File: src/rtl/caravel_reset_sequencer_if.sv
// caravel_reset_sequencer_if: reset request and status bundle between a reset controller and the sequencer
// master: drives ext_reset, sw_rst_req, sw_rst_mask, wdt_en, wdt_kick, wdt_load; observes domain_rstn, seq_busy, rst_cause, wdt_timeout
// slave : the sequencer side, opposite directions
interface caravel_reset_sequencer_if #(
  parameter int NUM_DOMAINS = 4,
  parameter int WDT_W = 16
);
  logic ext_reset;
  logic sw_rst_req;
  logic [NUM_DOMAINS-1:0] sw_rst_mask;
  logic wdt_en;
  logic wdt_kick;
  logic [WDT_W-1:0] wdt_load;
  logic [NUM_DOMAINS-1:0] domain_rstn;
  logic seq_busy;
  logic [1:0] rst_cause;
  logic wdt_timeout;
  modport master (
    output ext_reset, sw_rst_req, sw_rst_mask, wdt_en, wdt_kick, wdt_load,
    input domain_rstn, seq_busy, rst_cause, wdt_timeout
  );
  modport slave (
    input ext_reset, sw_rst_req, sw_rst_mask, wdt_en, wdt_kick, wdt_load,
    output domain_rstn, seq_busy, rst_cause, wdt_timeout
  );
endinterface

File: src/rtl/caravel_reset_sequencer.sv
// caravel_reset_sequencer: staged release of per-domain active-low resets with POR/EXT/SW/WDT cause tracking
// ext_clk, reset : clock and synchronous active-high reset (synchronized POR)
// sif (slave)    : trigger inputs, watchdog controls, domain_rstn/seq_busy/rst_cause/wdt_timeout outputs
// Optional watchdog built only when CARAVEL_RST_WDT_EN is defined.
module caravel_reset_sequencer #(
  parameter int NUM_DOMAINS = 4,
  parameter int HOLD_CYCLES = 8,
  parameter int STAGE_GAP = 4,
  parameter int WDT_W = 16
) (
  input logic ext_clk,
  input logic reset,
  caravel_reset_sequencer_if.slave sif
);
  localparam int CMAX = HOLD_CYCLES > STAGE_GAP ? HOLD_CYCLES : STAGE_GAP;
  localparam int CW = $clog2(CMAX + 1);
  localparam int IW = NUM_DOMAINS > 1 ? $clog2(NUM_DOMAINS) : 1;
  typedef enum logic [1:0] {HOLD, STAGE, RUN} state_t;
  state_t state, state_n;
  logic [CW-1:0] cnt, cnt_n;
  logic [IW-1:0] idx, idx_n;
  logic [NUM_DOMAINS-1:0] mask, mask_n, rstn_q, rstn_n;
  logic [1:0] cause, cause_n;
  logic wdt_to, wdt_to_n, wdt_fire;
`ifdef CARAVEL_RST_WDT_EN
  logic [WDT_W-1:0] wdt_cnt;
  logic wdt_en_q, wdt_reload;
  // a kick (or enable edge) on the expiry edge reloads instead of firing
  assign wdt_reload = sif.wdt_kick || (sif.wdt_en && !wdt_en_q);
  assign wdt_fire = state == RUN && sif.wdt_en && wdt_cnt == '0 && !wdt_reload;
  always_ff @(posedge ext_clk)
    if (reset) begin
      wdt_cnt <= '0;
      wdt_en_q <= 1'b0;
    end else begin
      wdt_en_q <= sif.wdt_en;
      if (wdt_reload || wdt_fire) wdt_cnt <= sif.wdt_load;
      else if (state == RUN && sif.wdt_en) wdt_cnt <= wdt_cnt - WDT_W'(1);
    end
`else
  logic [WDT_W+1:0] unused_wdt;
  assign unused_wdt = {sif.wdt_en, sif.wdt_kick, sif.wdt_load};
  assign wdt_fire = 1'b0;
`endif
  always_ff @(posedge ext_clk)
    if (reset) begin
      state <= HOLD;
      cnt <= '0;
      idx <= '0;
      mask <= '1;
      rstn_q <= '0;
      cause <= 2'd0;
      wdt_to <= 1'b0;
    end else begin
      state <= state_n;
      cnt <= cnt_n;
      idx <= idx_n;
      mask <= mask_n;
      rstn_q <= rstn_n;
      cause <= cause_n;
      wdt_to <= wdt_to_n;
    end
  // trigger edges zero the counter; the first trigger-free edge counts as 1,
  // so domain k releases HOLD_CYCLES + k*STAGE_GAP edges after it
  always_comb begin
    state_n = state;
    cnt_n = cnt;
    idx_n = idx;
    mask_n = mask;
    rstn_n = rstn_q;
    cause_n = cause;
    wdt_to_n = wdt_fire && !sif.ext_reset;
    if (sif.ext_reset || wdt_fire) begin
      state_n = HOLD;
      cnt_n = '0;
      idx_n = '0;
      mask_n = '1;
      rstn_n = '0;
      cause_n = sif.ext_reset ? 2'd1 : 2'd3;
    end else if (sif.sw_rst_req && state == RUN) begin
      state_n = HOLD;
      cnt_n = '0;
      idx_n = '0;
      mask_n = sif.sw_rst_mask;
      rstn_n = rstn_q & ~sif.sw_rst_mask;
      cause_n = 2'd2;
    end else if (state != RUN) begin
      if (cnt == (state == HOLD ? CW'(HOLD_CYCLES) : CW'(STAGE_GAP))) begin
        rstn_n[idx] = rstn_q[idx] | mask[idx];
        cnt_n = CW'(1);
        idx_n = idx + IW'(1);
        state_n = idx == IW'(NUM_DOMAINS - 1) ? RUN : STAGE;
      end else cnt_n = cnt + CW'(1);
    end
  end
  always_comb begin
    sif.domain_rstn = rstn_q;
    sif.seq_busy = state != RUN;
    sif.rst_cause = cause;
    sif.wdt_timeout = wdt_to;
  end
endmodule

File: src/flat_wrapper.sv
// flat-port wrapper written by rule: the top's interface ports become plain ports
module caravel_reset_sequencer_flat 
#(
  parameter int NUM_DOMAINS = 4,
  parameter int HOLD_CYCLES = 8,
  parameter int STAGE_GAP = 4,
  parameter int WDT_W = 16
)
  (ext_clk, reset, sif_ext_reset, sif_sw_rst_req, sif_sw_rst_mask, sif_wdt_en, sif_wdt_kick, sif_wdt_load, sif_domain_rstn, sif_seq_busy, sif_rst_cause, sif_wdt_timeout);
  caravel_reset_sequencer_if #(.NUM_DOMAINS(NUM_DOMAINS), .WDT_W(WDT_W)) sif_i ();
  input logic ext_clk;
  input logic reset;
  input wire logic [$bits(sif_i.ext_reset)-1:0] sif_ext_reset;
  input wire logic [$bits(sif_i.sw_rst_req)-1:0] sif_sw_rst_req;
  input wire logic [$bits(sif_i.sw_rst_mask)-1:0] sif_sw_rst_mask;
  input wire logic [$bits(sif_i.wdt_en)-1:0] sif_wdt_en;
  input wire logic [$bits(sif_i.wdt_kick)-1:0] sif_wdt_kick;
  input wire logic [$bits(sif_i.wdt_load)-1:0] sif_wdt_load;
  output wire logic [$bits(sif_i.domain_rstn)-1:0] sif_domain_rstn;
  output wire logic [$bits(sif_i.seq_busy)-1:0] sif_seq_busy;
  output wire logic [$bits(sif_i.rst_cause)-1:0] sif_rst_cause;
  output wire logic [$bits(sif_i.wdt_timeout)-1:0] sif_wdt_timeout;
  assign sif_i.ext_reset = sif_ext_reset;
  assign sif_i.sw_rst_req = sif_sw_rst_req;
  assign sif_i.sw_rst_mask = sif_sw_rst_mask;
  assign sif_i.wdt_en = sif_wdt_en;
  assign sif_i.wdt_kick = sif_wdt_kick;
  assign sif_i.wdt_load = sif_wdt_load;
  assign sif_domain_rstn = sif_i.domain_rstn;
  assign sif_seq_busy = sif_i.seq_busy;
  assign sif_rst_cause = sif_i.rst_cause;
  assign sif_wdt_timeout = sif_i.wdt_timeout;
  caravel_reset_sequencer #(.NUM_DOMAINS(NUM_DOMAINS), .HOLD_CYCLES(HOLD_CYCLES), .STAGE_GAP(STAGE_GAP), .WDT_W(WDT_W)) u_core (.ext_clk(ext_clk), .reset(reset), .sif(sif_i));
endmodule
File: config.mk
export PLATFORM = sky130hd
export DESIGN_NAME = caravel_reset_sequencer_flat
export DESIGN_NICKNAME = d
export VERILOG_FILES = /design/src/rtl/caravel_reset_sequencer_if.sv /design/src/rtl/caravel_reset_sequencer.sv /design/src/flat_wrapper.sv
export SDC_FILE = /design/constraint.sdc
export NUM_CORES = 1
export LEC_CHECK = 0
export ABC_CLOCK_PERIOD_IN_PS = 1600
export CAP_MARGIN = 15
export CELL_PAD_IN_SITES_DETAIL_PLACEMENT = 1
export CELL_PAD_IN_SITES_GLOBAL_PLACEMENT = 1
export CORE_MARGIN = 2
export CORE_UTILIZATION = 28
export DETAILED_ROUTE_END_ITERATION = 8
export GPL_TIMING_DRIVEN = 0
export PLACE_DENSITY = 0.78
export SLEW_MARGIN = 20
export SYNTH_ARGS = -nofsm -noshare
export SYNTH_HDL_FRONTEND = slang
export SYNTH_SLANG_ARGS = --single-unit
File: constraint.sdc
create_clock -name ext_clk -period 1.6 [get_ports ext_clk]
set_input_delay 0.24 -clock ext_clk [delete_from_list [all_inputs] [get_ports ext_clk]]
set_output_delay 0.24 -clock ext_clk [all_outputs]
set_load 0.005 [all_outputs]
==> After elaboration in Yosys (flattened, before gate mapping) <==
Index checks and enable logic that the tools add are counted.
{ "op_classes": {"addsub": 2, "order_cmp": 2, "eq_ne": 4, "n_mux": 15, "bitwise": 3, "n_reduce_logical": 10} }
{ "op_table": {"columns": ["op", "n"], "rows": [
  ["2-to-1 mux 4 bit", 5],
  ["nonzero test 2 bit", 3],
  ["2-to-1 mux 1 bit", 5],
  ["adder 4 x 1 -> 4 bit, second input constant", 1],
  ["bitwise AND 4 bit", 1],
  ["binary-select mux 1 bit (select 2 bit)", 2],
  ["bitwise mux 4 bit", 1],
  ["== test 2 bit, second input constant", 2],
  ["== test 4 bit", 1],
  ["inverter 4 bit", 1],
  ["AND reduction 2 bit", 2],
  ["less-than comparator 2 x 3 -> 1 bit, second input constant", 1],
  ["OR reduction 3 bit", 1],
  ["adder 2 x 1 -> 2 bit, second input constant", 1],
  ["demux 1 bit (select 2 bit)", 1],
  ["greater-or-equal comparator 2 x 1 -> 1 bit, second input constant", 1],
  ["logical AND 1 bit", 2],
  ["logical NOT 2 bit", 1],
  ["2-to-1 mux 2 bit", 1],
  ["!= test 2 bit, second input constant", 1],
  ["OR reduction 2 bit", 1],
  ["OR 1 bit", 1]
]} }
{ "word_totals": {"output_inout_bits": 8, "register_bits": 18, "word_cells": 43} }

==> Depth between registers and ports, before layout <==
{ "depth": {"ltp_word": 8, "depth_mapped": 7} }

==> Worst setup path before layout <==
OpenSTA, ideal clock, no wires.
{ "synth_path": {"path_type": "reg2reg", "start": "register u_core.state[1]", "end": "register u_core.state[1]", "setup_ps": 116, "stages_incl_launch_ff": 6, "path_buffers": 1, "t_arrival_ps": 1440, "setup_slack_ps": 43, "cell_sequence": "dfxtp_1 or4b_4 a21boi_4 buf_8 mux2i_1 nor2_2"} }
{ "synth_via": {"elab_chain_len": 4, "elab_cells_between_ends": 8, "cone_classes": "3 x eq/ne; 1 x mux; 4 x reduce/logical"} }
{ "synth_lines": {"columns": ["item", "line", "rtl"], "rows": [
  ["from (decl)", "caravel_reset_sequencer.sv:19", "state_t state, state_n;"],
  ["from (signal assigned)", "caravel_reset_sequencer.sv:55", "state <= state_n;"],
  ["logical NOT 2 bit", "caravel_reset_sequencer.sv:88", "if (cnt == (state == HOLD ? CW'(HOLD_CYCLES) : CW'(STAGE_GAP))) begin"],
  ["2-to-1 mux 4 bit", "caravel_reset_sequencer.sv:88", null],
  ["== test 4 bit", "caravel_reset_sequencer.sv:88", null],
  ["AND reduction 2 bit (no source line)", null, null]
]} }
Several ways; a longest one is shown, not always the timed one.
A chain may end at the register's enable or synchronous reset.

==> Final worst setup path <==
Ends and elaborated chain as after synthesis.

==> impl_metrics.ini <==
[clock_network]
cts_buffers = 3
cts.path.max_buffers = 2
cts_max_level = 1
clock-sinks = 18
cts_root_buffer = clkbuf_4
cts_tree = done
cts.reportedPaths.clkPinSlew_ps = 100
cts_hold_buf = 0
clock_latency_ps = 300

[critical_path]
crit_chain = or4b_4 -> a21boi_4 -> buf_8 -> mux2i_2 -> nor2_2
crit_slowest_cell = or4b_4
rrSetupSlack_ps = -40
arrival_ps = 1850
crit_path_end_kind = flop
worstPathMaxFanout = 8
r2r-start = u_core.state[1]$_SDFFE_PP0P_
slowest_delay_ps = 550
required_ps = 1800
r2r-end = u_core.state[1]$_SDFFE_PP0P_
reg2reg_depth = 5
cp-start-kind = flop
worst-setup-path-type = reg -> reg

[hold_path]
hold_depth = 1
worstHoldStart = u_core.mask[3]$_SDFFE_PP1P_
holdCritPathClass = reg -> reg
hold_end = u_core.mask[3]$_SDFFE_PP1P_

[global_routing]
grt_overflow = 0
grt_start_max_net_pins = 10
antenna_found_initial = 0
grtUsageMet1 = 0.146
globalRoute.busiestLayer = met2
met2_usage = 0.219
grt_pass1_vias = 749
grt_pass1_wl_mm = 3.31
grt_usage = 0.130
use_met3 = 0.0195

[power]
ir_drop_mv = 0.324
power.density_nw_per_um2 = 622
p_leak_nw = 0.436
finalPower_w = 0.000740

[timing]
setup_viol = 5
clock.fmax_mhz = 608
finalCriticalPeriod_ps = 1640
finalMaxSlewViolations = 0
setup_tns_ps = -159
clock_skew_ps = 0.998
hold_viol_final = 0
rsz0062_at_grt = yes
setup_ws_ps = -44.8
fin_crit_sh = 1.03

[synthesis]
yosys_most_used_dff = dfxtp_1
syn_area_um2 = 887
async_flop_share = 0
yosys_warnings = 0
synthTopCellsByCount = 18 x dfxtp_1, 10 x nor2_1, 9 x a21oi_1
synthTopCellsByArea = dfxtp_1 41%, ha_1 8.5%, a21o_1 6.8%
synth.top_cell.area_share = 0.406
syn_area_per_cell_um2 = 9.24
ys_ff_latch = 18
yosys.cell_count.top_type = dfxtp_1
synth_edf_count = 0
yosysSeqAreaShare = 0.406
syn_nets = 128
ys_types = 29
yosysTopAreaCell = dfxtp_1
synth_cells = 96

[layout]
fin_cells = 162
diodes = 0
syn2layout_area_growth_pct = 34.0
fillCellCount = 355
final_nets = 152
layout-drive-gt1-share = 0.220

[floorplan]
io_pins = 34
core_um2 = 3030
dieArea_um2 = 3630
die_y_um = 60.3
initial_core_util = 0.293
die_x_um = 60.3
rows = 20

[detailed_routing]
drtPass1Iterations = 3
routed_wl_mm = 2.04
post_drt_via_cell_ratio = 4.57
route.vias.total = 740
wl_per_cell_um = 12.6
drc = 0
initialDrtViolationCount = 15
postRouteAntennaNets = 0

[place]
gp_congestion = 0.727
dp.cells = 154
hpwlAfterDp_mm = 1.44
pre_cts_slack_ps = -136
portBuffers = 14

[job]
maxCapViolations = 0

[run_status]
violations = setup timing
outcome = finished, violations left
-- timing repair --
item	CTS	global route
gates resized for setup	8	7
buffers inserted	4	1
pin swaps	3	4
endpoints found under the setup margin	7	10
-- cell type report --
type	count	area, µm²	share of cell area
sequential	18	368	0.309
clock buffer	3	22.5	0.0189
tap	44	55.1	0.0463
multi-input combinational	66	490	0.413
buffer	6	50.0	0.0421
inverter	6	22.5	0.0189
timing repair buffer	19	180	0.152
-- power breakdown --
part,switching [W],internal [W],total (W),leakage (nW)
logic,0.0000222,0.0000328,0.0000550,0.275
registers,0.00000372,0.000449,0.000452,0.147
clock network,0.000144,0.0000880,0.000232,0.0138
total,0.000170,0.000569,0.000740,0.436
-- through the flow --
step,hold WS [ps],utilization,area (µm²)
2_1_floorplan,312,-,887
5_1_grt,501,0.393,1190
6_report,466,0.393,1190
3_5_place_dp,448,0.357,1080
3_3_place_gp,439,0.357,1080
4_1_cts,471,0.382,1160
-- cells in the final DEF, fill, tap and decap left out, types with 2 or more instances in the layout --
cell and instances:
buf_6 2, a311oi_1 3, xor2_1 2, dfxtp_1 16
inv_1 6, clkdlybuf4s50_1 13, ha_1 6, nor3_1 5
mux2i_1 2, buf_4 5, nand2_1 2, dfxtp_4 2
a21oi_1 8, a21o_1 8, nor2_2 4, nor2_1 10
clkbuf_4 4
-- critical path: cells and delay by family, from the launching register on --
family | cells | cell delay [ps]
AOI/OAI and AO/OA | 1 | 200
buffers and inverters | 1 | 160
DFF | 1 | 370
muxes | 1 | 230
and+or+nand+nor | 2 | 590
-- flip-flops by register name, indices dropped and copies added (netlist names) --
name,count
u_core.cnt,4
u_core.idx,2
u_core.state,2
u_core.sif.domain_rstn,4
u_core.mask,4
u_core.sif.rst_cause,2
-- worst max path at each step --
stage / startpoint / endpoint / slack [ps] / depth (start not counted)
after detailed placement: sif_ext_reset / u_core.cnt[0]$_SDFFE_PP0N_ / -140 / 6
after global routing: u_core.state[1]$_SDFFE_PP0P_ / u_core.sif.domain_rstn[2]$_SDFFE_PP0P_ / -120 / 5
after global placement: sif_ext_reset / u_core.cnt[0]$_SDFFE_PP0N_ / -90 / 6
after floorplan: u_core.state[1]$_SDFFE_PP0P_ / u_core.state[1]$_SDFFE_PP0P_ / 40 / 5
final: u_core.state[1]$_SDFFE_PP0P_ / u_core.state[1]$_SDFFE_PP0P_ / -40 / 5
after CTS: u_core.state[0]$_SDFFE_PP0P_ / u_core.state[1]$_SDFFE_PP0P_ / -70 / 5
-- metal layers --
metal,share of wire,routed length [µm]
met1,0.44,895
met2,0.50,1010
met3,0.032,65
met4,0.032,66
met5,0,0
-- cells by family after synthesis --
family	synth area share
adder cells (fa/ha/maj)	0.0846
other	0.00423
AND/OR/NAND/NOR	0.175
XOR/XNOR	0.0296
flip-flops	0.406
buffers and inverters	0.0733
multiplexers	0.0339
AO/OA/AOI/OAI	0.193
Power figures use the tool's default switching activity.
